`config.mk`:
```
export PLATFORM = sky130hd
export DESIGN_NAME = dsp_issue_ctrl_flat
export DESIGN_NICKNAME = d
export VERILOG_FILES = /design/src/rtl/dsp_issue_ctrl_pkg.sv /design/src/rtl/dsp_issue_ctrl_if.sv /design/src/rtl/dsp_op_slot.sv /design/src/rtl/dsp_issue_ctrl.sv /design/src/flat_wrapper.sv
export SDC_FILE = /design/constraint.sdc
export NUM_CORES = 1
export LEC_CHECK = 0
export ABC_AREA = 1
export CORE_MARGIN = 10
export CORE_UTILIZATION = 47
export CTS_CLUSTER_SIZE = 12
export DETAILED_ROUTE_END_ITERATION = 6
export GPL_TIMING_DRIVEN = 0
export MAX_ROUTING_LAYER = met4
export PLACE_DENSITY = 0.88
export SLEW_MARGIN = 0
export SYNTH_ARGS = -nofsm -noshare
export SYNTH_HDL_FRONTEND = slang
export SYNTH_HIERARCHICAL = 1
export SYNTH_SLANG_ARGS = --single-unit
```
`constraint.sdc`:
```
create_clock -name clk -period 1.98 [get_ports clk]
set_input_delay 0.396 -clock clk [delete_from_list [all_inputs] [get_ports clk]]
set_output_delay 0.396 -clock clk [all_outputs]
set_load 0.1 [all_outputs]
```
`src/rtl/dsp_issue_ctrl_pkg.sv`:
```
// Shared definitions for the DSP issue controller.
// Provides the DSP mode encoding, the issue FSM state type and op_len(),
// which returns the number of issue cycles each mode occupies.
package dsp_issue_ctrl_pkg;

    localparam logic [1:0] MODE_SINGLE  = 2'd0;  // 9x9, one cycle
    localparam logic [1:0] MODE_HALF    = 2'd1;  // 9x16, two cycles
    localparam logic [1:0] MODE_FULL    = 2'd2;  // 16x16, four cycles
    localparam logic [1:0] MODE_ILLEGAL = 2'd3;  // issued as MODE_SINGLE

    typedef enum logic [0:0] {StIdle, StRun} issue_state_e;

    // Issue length L in cycles; the illegal mode runs as a single-cycle op.
    function automatic logic [2:0] op_len(input logic [1:0] mode);
        logic [2:0] len;
        len = 3'd1;
        unique case (mode)
            MODE_SINGLE: len = 3'd1;
            MODE_HALF:   len = 3'd2;
            MODE_FULL:   len = 3'd4;
            default:     len = 3'd1;
        endcase
        return len;
    endfunction

endpackage

```
`src/rtl/dsp_issue_ctrl_if.sv`:
```
// Request channel of the DSP issue controller.
// Ports (signals):
//   in_valid / in_ready : valid/ready handshake, transfer when both are high
//   in_a, in_b, in_c    : operands and addend
//   in_mode, in_mac     : DSP mode and accumulate-onto-previous flag
//   in_shamt, in_shdir  : feedback shift amount and direction
// Modports: master drives the request, slave (the controller) returns in_ready.
interface dsp_issue_ctrl_if #(
    parameter int unsigned N = 16,
    parameter int unsigned M = 16
);
    logic             in_valid;
    logic             in_ready;
    logic [N-1:0]     in_a;
    logic [M-1:0]     in_b;
    logic [N+M-1:0]   in_c;
    logic [1:0]       in_mode;
    logic             in_mac;
    logic [1:0]       in_shamt;
    logic             in_shdir;

    modport master (
        output in_valid, in_a, in_b, in_c, in_mode, in_mac, in_shamt, in_shdir,
        input  in_ready
    );

    modport slave (
        input  in_valid, in_a, in_b, in_c, in_mode, in_mac, in_shamt, in_shdir,
        output in_ready
    );
endinterface

```
`src/rtl/dsp_op_slot.sv`:
```
// One registered op record (operands, mode, mac, shift controls, valid bit).
// Ports:
//   clk, reset_n   : clock, asynchronous active-low reset
//   load           : capture the d_* fields and set valid (wins over clr)
//   clr            : drop valid; fields are kept so downstream pins stay held
//   d_* / q_*      : record input / registered record output
//   valid          : slot holds an op
module dsp_op_slot #(
    parameter int unsigned N = 16,
    parameter int unsigned M = 16
) (
    input  logic             clk,
    input  logic             reset_n,
    input  logic             load,
    input  logic             clr,
    input  logic [N-1:0]     d_a,
    input  logic [M-1:0]     d_b,
    input  logic [N+M-1:0]   d_c,
    input  logic [1:0]       d_mode,
    input  logic             d_mac,
    input  logic [1:0]       d_shamt,
    input  logic             d_shdir,
    output logic [N-1:0]     q_a,
    output logic [M-1:0]     q_b,
    output logic [N+M-1:0]   q_c,
    output logic [1:0]       q_mode,
    output logic             q_mac,
    output logic [1:0]       q_shamt,
    output logic             q_shdir,
    output logic             valid
);

    always_ff @(posedge clk or negedge reset_n) begin
        if (!reset_n) begin
            q_a     <= '0;
            q_b     <= '0;
            q_c     <= '0;
            q_mode  <= '0;
            q_mac   <= 1'b0;
            q_shamt <= '0;
            q_shdir <= 1'b0;
            valid   <= 1'b0;
        end else if (load) begin
            q_a     <= d_a;
            q_b     <= d_b;
            q_c     <= d_c;
            q_mode  <= d_mode;
            q_mac   <= d_mac;
            q_shamt <= d_shamt;
            q_shdir <= d_shdir;
            valid   <= 1'b1;
        end else if (clr) begin
            valid   <= 1'b0;
        end
    end

endmodule

```
`src/rtl/dsp_issue_ctrl.sv`:
```
// Operand sequencer feeding the fractured DSP datapath.
// Accepts multiply / multiply-accumulate requests, holds the operands on the
// DSP pins for the op's issue length, sequences start/mac, and captures the
// DSP result RES_LAT cycles after the op's last issue cycle.
// Ports:
//   clk, reset_n          : clock, asynchronous active-low reset
//   req                   : request channel (slave side)
//   dsp_start, dsp_mac    : DSP start strobe and chain-accumulate control
//   dsp_mode, dsp_shift_* : DSP mode and feedback shift controls
//   dsp_pipe_stages       : constant PIPES
//   dsp_aa, dsp_bb, dsp_cc: operands / addend held across the op
//   dsp_out               : DSP result
//   res_valid, res_data   : one-cycle result strobe and held result
//   acc_break, err_mode   : mac op could not chain / illegal mode issued
module dsp_issue_ctrl
    import dsp_issue_ctrl_pkg::*;
#(
    parameter int unsigned N       = 16,
    parameter int unsigned M       = 16,
    parameter int unsigned RES_LAT = 1,
    parameter int unsigned PIPES   = 0
) (
    input  logic             clk,
    input  logic             reset_n,
    dsp_issue_ctrl_if.slave  req,
    output logic             dsp_start,
    output logic             dsp_mac,
    output logic             dsp_shift_dir,
    output logic [1:0]       dsp_mode,
    output logic [1:0]       dsp_shift_amount,
    output logic [1:0]       dsp_pipe_stages,
    output logic [N-1:0]     dsp_aa,
    output logic [M-1:0]     dsp_bb,
    output logic [N+M-1:0]   dsp_cc,
    input  logic [N+M-1:0]   dsp_out,
    output logic             res_valid,
    output logic [N+M-1:0]   res_data,
    output logic             acc_break,
    output logic             err_mode
);

    issue_state_e   state_q, state_d;
    logic [1:0]     cnt_q, cnt_d;
    logic           first_q;
    logic           mac_prev_q;
    logic [RES_LAT-1:0] vld_pipe_q;

    logic           accept, cur_load, last;

    logic [N-1:0]   pend_a;
    logic [M-1:0]   pend_b;
    logic [N+M-1:0] pend_c;
    logic [1:0]     pend_mode, pend_shamt;
    logic           pend_mac, pend_shdir, pend_valid;

    logic [1:0]     cur_mode;
    logic           cur_mac, cur_valid;

    assign last         = (state_q == StRun) && (cnt_q == 2'd0);
    assign cur_load     = pend_valid && ((state_q == StIdle) || last);
    assign req.in_ready = !pend_valid || cur_load;
    assign accept       = req.in_valid && req.in_ready;

    dsp_op_slot #(.N(N), .M(M)) u_pend (
        .clk     (clk),
        .reset_n (reset_n),
        .load    (accept),
        .clr     (cur_load),
        .d_a     (req.in_a),
        .d_b     (req.in_b),
        .d_c     (req.in_c),
        .d_mode  (req.in_mode),
        .d_mac   (req.in_mac),
        .d_shamt (req.in_shamt),
        .d_shdir (req.in_shdir),
        .q_a     (pend_a),
        .q_b     (pend_b),
        .q_c     (pend_c),
        .q_mode  (pend_mode),
        .q_mac   (pend_mac),
        .q_shamt (pend_shamt),
        .q_shdir (pend_shdir),
        .valid   (pend_valid)
    );

    // cur fields stay put after the op so the DSP pins hold in IDLE.
    dsp_op_slot #(.N(N), .M(M)) u_cur (
        .clk     (clk),
        .reset_n (reset_n),
        .load    (cur_load),
        .clr     (last),
        .d_a     (pend_a),
        .d_b     (pend_b),
        .d_c     (pend_c),
        .d_mode  (pend_mode),
        .d_mac   (pend_mac),
        .d_shamt (pend_shamt),
        .d_shdir (pend_shdir),
        .q_a     (dsp_aa),
        .q_b     (dsp_bb),
        .q_c     (dsp_cc),
        .q_mode  (cur_mode),
        .q_mac   (cur_mac),
        .q_shamt (dsp_shift_amount),
        .q_shdir (dsp_shift_dir),
        .valid   (cur_valid)
    );

    always_comb begin
        state_d = state_q;
        cnt_d   = cnt_q;
        unique case (state_q)
            StIdle: begin
                if (cur_load) begin
                    state_d = StRun;
                    cnt_d   = 2'(op_len(pend_mode) - 3'd1);
                end
            end
            StRun: begin
                if (last) begin
                    if (cur_load) begin
                        cnt_d = 2'(op_len(pend_mode) - 3'd1);
                    end else begin
                        state_d = StIdle;
                    end
                end else begin
                    cnt_d = cnt_q - 2'd1;
                end
            end
            default: state_d = StIdle;
        endcase
    end

    always_ff @(posedge clk or negedge reset_n) begin
        if (!reset_n) begin
            state_q    <= StIdle;
            cnt_q      <= '0;
            first_q    <= 1'b0;
            mac_prev_q <= 1'b0;
        end else begin
            state_q    <= state_d;
            cnt_q      <= cnt_d;
            first_q    <= cur_load;
            mac_prev_q <= dsp_mac;
        end
    end

    // cur_valid is always set in RUN; it only guards the strobe.
    assign dsp_start = (state_q == StRun) && first_q && cur_valid;
    assign dsp_mode  = (cur_mode == MODE_ILLEGAL) ? MODE_SINGLE : cur_mode;
    // Raise mac on the last cycle when the next op wants to chain, so the DSP
    // keeps its accumulator for that op's start.
    assign dsp_mac   = (dsp_start && cur_mac) || (last && pend_valid && pend_mac);
    assign acc_break = dsp_start && cur_mac && !mac_prev_q;
    assign err_mode  = dsp_start && (cur_mode == MODE_ILLEGAL);
    assign dsp_pipe_stages = 2'(PIPES);

    always_ff @(posedge clk or negedge reset_n) begin
        if (!reset_n) begin
            vld_pipe_q <= '0;
            res_valid  <= 1'b0;
            res_data   <= '0;
        end else begin
            vld_pipe_q[0] <= last;
            for (int i = 1; i < int'(RES_LAT); i++) begin
                vld_pipe_q[i] <= vld_pipe_q[i-1];
            end
            res_valid <= vld_pipe_q[RES_LAT-1];
            if (vld_pipe_q[RES_LAT-1]) begin
                res_data <= dsp_out;
            end
        end
    end

endmodule

```
`src/flat_wrapper.sv`:
```
// flat-port wrapper written by rule: the top's interface ports become plain ports
module dsp_issue_ctrl_flat import dsp_issue_ctrl_pkg::*;
#(
    parameter int unsigned N       = 16,
    parameter int unsigned M       = 16,
    parameter int unsigned RES_LAT = 1,
    parameter int unsigned PIPES   = 0
)
  (clk, reset_n, dsp_start, dsp_mac, dsp_shift_dir, dsp_mode, dsp_shift_amount, dsp_pipe_stages, dsp_aa, dsp_bb, dsp_cc, dsp_out, res_valid, res_data, acc_break, err_mode, req_in_valid, req_in_a, req_in_b, req_in_c, req_in_mode, req_in_mac, req_in_shamt, req_in_shdir, req_in_ready);
  dsp_issue_ctrl_if #(.N(N), .M(M)) req_i ();
  input  logic clk;
  input  logic reset_n;
  output logic dsp_start;
  output logic dsp_mac;
  output logic dsp_shift_dir;
  output logic [1:0] dsp_mode;
  output logic [1:0] dsp_shift_amount;
  output logic [1:0] dsp_pipe_stages;
  output logic [N-1:0] dsp_aa;
  output logic [M-1:0] dsp_bb;
  output logic [N+M-1:0] dsp_cc;
  input  logic [N+M-1:0] dsp_out;
  output logic res_valid;
  output logic [N+M-1:0] res_data;
  output logic acc_break;
  output logic err_mode;
  input wire logic [$bits(req_i.in_valid)-1:0] req_in_valid;
  input wire logic [$bits(req_i.in_a)-1:0] req_in_a;
  input wire logic [$bits(req_i.in_b)-1:0] req_in_b;
  input wire logic [$bits(req_i.in_c)-1:0] req_in_c;
  input wire logic [$bits(req_i.in_mode)-1:0] req_in_mode;
  input wire logic [$bits(req_i.in_mac)-1:0] req_in_mac;
  input wire logic [$bits(req_i.in_shamt)-1:0] req_in_shamt;
  input wire logic [$bits(req_i.in_shdir)-1:0] req_in_shdir;
  output wire logic [$bits(req_i.in_ready)-1:0] req_in_ready;
  assign req_i.in_valid = req_in_valid;
  assign req_i.in_a = req_in_a;
  assign req_i.in_b = req_in_b;
  assign req_i.in_c = req_in_c;
  assign req_i.in_mode = req_in_mode;
  assign req_i.in_mac = req_in_mac;
  assign req_i.in_shamt = req_in_shamt;
  assign req_i.in_shdir = req_in_shdir;
  assign req_in_ready = req_i.in_ready;
  dsp_issue_ctrl #(.N(N), .M(M), .RES_LAT(RES_LAT), .PIPES(PIPES)) u_core (.clk(clk), .reset_n(reset_n), .req(req_i), .dsp_start(dsp_start), .dsp_mac(dsp_mac), .dsp_shift_dir(dsp_shift_dir), .dsp_mode(dsp_mode), .dsp_shift_amount(dsp_shift_amount), .dsp_pipe_stages(dsp_pipe_stages), .dsp_aa(dsp_aa), .dsp_bb(dsp_bb), .dsp_cc(dsp_cc), .dsp_out(dsp_out), .res_valid(res_valid), .res_data(res_data), .acc_break(acc_break), .err_mode(err_mode));
endmodule
```
==> results_tabular.tex <==
\begin{tabular}{lr}
\hline
Metric & Value \\
\hline
\multicolumn{2}{l}{\textbf{GRT}} \\
\quad Number of antenna violations at the first check in global routing & 0 \\
\quad Global router's overall resource usage & 19.0\% \\
\quad Total overflow reported by the global router & 0 \\
\quad Pin count of the biggest net entering global routing & 101 \\
\quad First-pass GRT wire length & 29,600 um \\
\quad Via count of the first global-routing pass & 5,728 \\
\multicolumn{2}{l}{\textbf{STA}} \\
\quad Rel. slew slack & 58.4\% \\
\quad Final total negative setup slack & 0 ps \\
\quad Worst Setup Slack, final & 55.0 ps \\
\quad Final number of max-transition violations & 0 \\
\quad Final Hold Viols & 0 \\
\quad Worst-case clock skew & 9.78 ps \\
\quad Post-layout min period & 1920 ps \\
\quad Transition time at the pin with the least slew margin & 624 ps \\
\quad Fin crit share & 97.2\% \\
\quad Final setup vio count & 0 \\
\quad Maximum clock frequency & around 0.52 GHz \\
\multicolumn{2}{l}{\textbf{Routing}} \\
\quad Initial DRC Count & roughly 270 \\
\quad Vias/cell & about 4.7 \\
\quad Final routed wire length divided by cell count & roughly 16 um \\
\quad Router iterations before antenna repair & 5 \\
\quad Total via count in the routed design & 5,682 \\
\quad Final routed wirelength across all metal layers & 19,100 um \\
\quad Residual DRC & 0 \\
\quad Routed Antenna Nets & 0 \\
\multicolumn{2}{l}{\textbf{Critical path}} \\
\quad Worst R2R Setup Slack & $\sim$340 ps \\
\quad Worst path cell trace & inv\_2, ha\_4, nand2\_1, inv\_2, nand3\_1, nand2\_2, buf\_12 \\
\quad Type of the worst setup path & reg -> out \\
\quad Most common cell on crit path & sky130\_fd\_sc\_hd\_\_inv\_2 \\
\quad Critical-path maximum fanout & 3 \\
\quad Endpoint of the worst register-to-register path & u\_core/u\_pend/q\_c[22] \\
\quad R2R cell count & 11 \\
\quad Cell family contributing the most delay on the critical path & flip-flops \\
\quad Reg2Reg Launch Point & u\_core/cnt\_q[1] \\
\quad Arrival time of the worst setup path & between 1500 and 2000 ps \\
\quad Slowest cell on the critical path & sky130\_fd\_sc\_hd\_\_dfrtp\_1 \\
\quad Critical Path Source Type & flop \\
\quad Worst setup EP type & primary output \\
\quad Critical Path Max Stage Delay & 400 ps \\
\quad Buffers \& Inverters on Critical Path & 3 \\
\quad Critical Path RT & 1580 ps \\
\multicolumn{2}{l}{\textbf{Logic synthesis}} \\
\quad Count of different cell masters after synthesis & 18 \\
\quad Total of flip-flops plus latches after synthesis & 181 \\
\quad Post-Synthesis Cells & 783 \\
\quad Post-Synthesis Cell Area & roughly 7100 sq um \\
\quad Sequential share of the synthesized area & 63.7\% \\
\quad Mapped Avg Cell Area & 9.08 sq um \\
\quad Synth warn & 6 \\
\multicolumn{2}{l}{\textbf{Placement}} \\
\quad Buffers added on ports & about 210 \\
\quad DPL Wire Length & 13,900 um \\
\quad Last weighted congestion value of the routability-driven placer & around 0.86 \\
\quad Setup slack at placement & -549 ps \\
\quad Number of placed cells counting well taps & 1,180 \\
\multicolumn{2}{l}{\textbf{Min path}} \\
\quad Hold-critical path depth & 0 \\
\quad Worst min-delay path endpoint & u\_core/res\_valid \\
\quad Hold WC Path Type & reg -> reg \\
\quad Hold\_sp & u\_core/vld\_pipe\_q \\
\multicolumn{2}{l}{\textbf{Finish}} \\
\quad Number of diodes added for antenna fixing & 0 \\
\quad Post-layout util & between 60\% and 70\% \\
\quad Layout overhead on the synthesized area & 44.0\% \\
\quad Fraction of layout cells with a size suffix above 1 & 20.0\% \\
\quad Count of nets after finishing & 1,126 \\
\quad Fin cells & 1,216 \\
\quad Count of filler cells inserted in the layout & 1,069 \\
\multicolumn{2}{l}{\textbf{CTS}} \\
\quad TritonCTS clock tree & built \\
\quad Clock latency of the later-clocked register in the worst-skew pair & 420 ps \\
\quad Number of buffers created by CTS & 17 \\
\quad H-tree level count & 4 \\
\quad Clk root buf & sky130\_fd\_sc\_hd\_\_clkbuf\_16 \\
\quad Number of buffers on the longest clock path & 2 \\
\quad Total number of clock tree sinks & 181 \\
\quad Clock Pin Slew Worst Setup and Hold Paths & 60 ps \\
\multicolumn{2}{l}{\textbf{Die}} \\
\quad Die H & 143 um \\
\quad I/O pin count & 214 \\
\quad Number of standard-cell rows in the floorplan & 44 \\
\quad Area of the core region & between 10,000 and 15,000 sq um \\
\quad Area enclosed by the die boundary & 20,400 sq um \\
\quad Initial standard-cell utilization of the core & 48.4\% \\
\quad X dimension of the die & 143 um \\
\multicolumn{2}{l}{\textbf{Run}} \\
\quad Reported max-cap violation count & 0 \\
\multicolumn{2}{l}{\textbf{Run status}} \\
\quad Outcome & finished clean \\
\hline
\end{tabular}
==> registers in the layout, summed over array words and instances (netlist names), 16 cells and up <==
| register | cells |
|---|---|
| u_core/res_data | 32 |
| u_core/u_cur/q_c | 32 |
| u_core/u_pend/q_c | 32 |
| u_core/u_cur/q_a | 16 |
| u_core/u_cur/q_b | 16 |
| u_core/u_pend/q_a | 16 |
| u_core/u_pend/q_b | 16 |
==> cells in the mapped netlist <==
cell	number	area, sq um
sky130_fd_sc_hd__buf_2	12	60.1
sky130_fd_sc_hd__buf_4	6	45.0
sky130_fd_sc_hd__buf_6	21	236
sky130_fd_sc_hd__conb_1	1	3.75
sky130_fd_sc_hd__dfrtp_1	181	4530
sky130_fd_sc_hd__ha_1	2	25.0
sky130_fd_sc_hd__inv_1	45	169
sky130_fd_sc_hd__inv_2	2	7.51
sky130_fd_sc_hd__inv_6	2	17.5
sky130_fd_sc_hd__nand2_1	463	1740
sky130_fd_sc_hd__nand2_2	2	12.5
sky130_fd_sc_hd__nand3_1	8	40.0
sky130_fd_sc_hd__nor2_1	4	15.0
sky130_fd_sc_hd__nor2_2	1	6.26
sky130_fd_sc_hd__nor3_1	1	5.00
sky130_fd_sc_hd__o21ai_0	4	20.0
sky130_fd_sc_hd__o21ai_1	18	90.1
sky130_fd_sc_hd__o21ai_2	10	87.6
==> cell type report <==
class,count,area [sq um],share of cell area (%)
repair buffers,216,2300,22.5
inverters,49,194,1.89
plain buffers,39,342,3.34
clock inverters,11,103,1.00
flip-flops and latches,181,4530,44.2
clock buffers,21,450,4.40
multi-input cells,515,2080,20.4
well taps,184,230,2.25
==> through the flow <==
| step | area (sq um) | hold WS (ps) |
|---|---|---|
| 6_report | 10200 | 399 |
| 3_3_place_gp | 9470 | 382 |
| 2_1_floorplan | 7130 | 100 |
| 4_1_cts | 10200 | 397 |
| 5_1_grt | 10200 | 426 |
| 3_5_place_dp | 9510 | 382 |
==> layout by cell type (no fill, tap or decap), types with 2 or more instances in the layout <==
master / synthesis / layout
sky130_fd_sc_hd__buf_4: 6 / 10
sky130_fd_sc_hd__nand2_1: 463 / 462
sky130_fd_sc_hd__dfrtp_1: 181 / 181
sky130_fd_sc_hd__nand3_1: 8 / 8
sky130_fd_sc_hd__inv_6: 2 / 2
sky130_fd_sc_hd__clkdlybuf4s50_1: 0 / 103
sky130_fd_sc_hd__clkinvlp_4: 0 / 5
sky130_fd_sc_hd__inv_1: 45 / 42
sky130_fd_sc_hd__buf_2: 12 / 13
sky130_fd_sc_hd__o21ai_0: 4 / 4
sky130_fd_sc_hd__conb_1: 1 / 2
sky130_fd_sc_hd__o21ai_2: 10 / 10
sky130_fd_sc_hd__nor2_4: 0 / 2
sky130_fd_sc_hd__clkbuf_16: 0 / 17
sky130_fd_sc_hd__clkdlybuf4s15_2: 0 / 100
sky130_fd_sc_hd__o21ai_1: 18 / 18
sky130_fd_sc_hd__inv_2: 2 / 5
sky130_fd_sc_hd__clkbuf_1: 0 / 3
sky130_fd_sc_hd__nor2_2: 1 / 2
sky130_fd_sc_hd__buf_6: 21 / 23
sky130_fd_sc_hd__nand2_2: 2 / 3
sky130_fd_sc_hd__clkinv_2: 0 / 3
==> worst reg2reg max path: cells and delay by family, from the launching register on <==
family	cells	cell delay, ps
and+or+nand+nor	5	490
adders and majority gates	1	170
buffers and inverters	5	550
DFF	1	370
==> how the worst max path moves through the flow <==
stage	startpoint	endpoint	slack, ps	cells after the start
after floorplan	u_core/state_q	err_mode	-90	2
final	u_core/cnt_q[1]	dsp_mac	60	7
after global placement	reset_n	u_core/u_pend/q_a[12]	-6740	1
after global routing	u_core/cnt_q[1]	dsp_mac	-20	7
after CTS	u_core/cnt_q[1]	dsp_mac	5	7
after detailed placement	u_core/cnt_q[0]	dsp_mac	-550	7
==> what timing repair did <==
action | in CTS | in global routing
endpoints found under the setup margin | 107 | 5
resized for setup | 343 | 7
pin swaps | 1 | 2
hold buffers | 1 | 0
hold endpoints to repair | 68 | 0
setup buffers | 0 | 3
==> logic make-up (layout without fill, tap and decap cells) <==
group / Yosys count / after routing / synth area share (%)
AO/OA/AOI/OAI: 32 / 32 / 2.78
adder cells (fa/ha/maj): 2 / 2 / 0.352
buffers and inverters: 88 / 336 / 7.53
flip-flops: 181 / 181 / 63.7
other: 1 / 2 / 0.0528
AND/OR/NAND/NOR: 479 / 479 / 25.6
==> layer usage <==
metal / wire (um) / track usage, % / up-vias
met4: 336 / 6.30 / 0
met2: 9320 / 31.1 / 170
met3: 1700 / 6.37 / 21
met5: 0 / - / -
met1: 7740 / 21.5 / 2678
li1: - / - / 2813
Power is left out: the tool's default activity adds up to more than one toggle a clock period on the data nets, which glitch-free logic cannot reach.
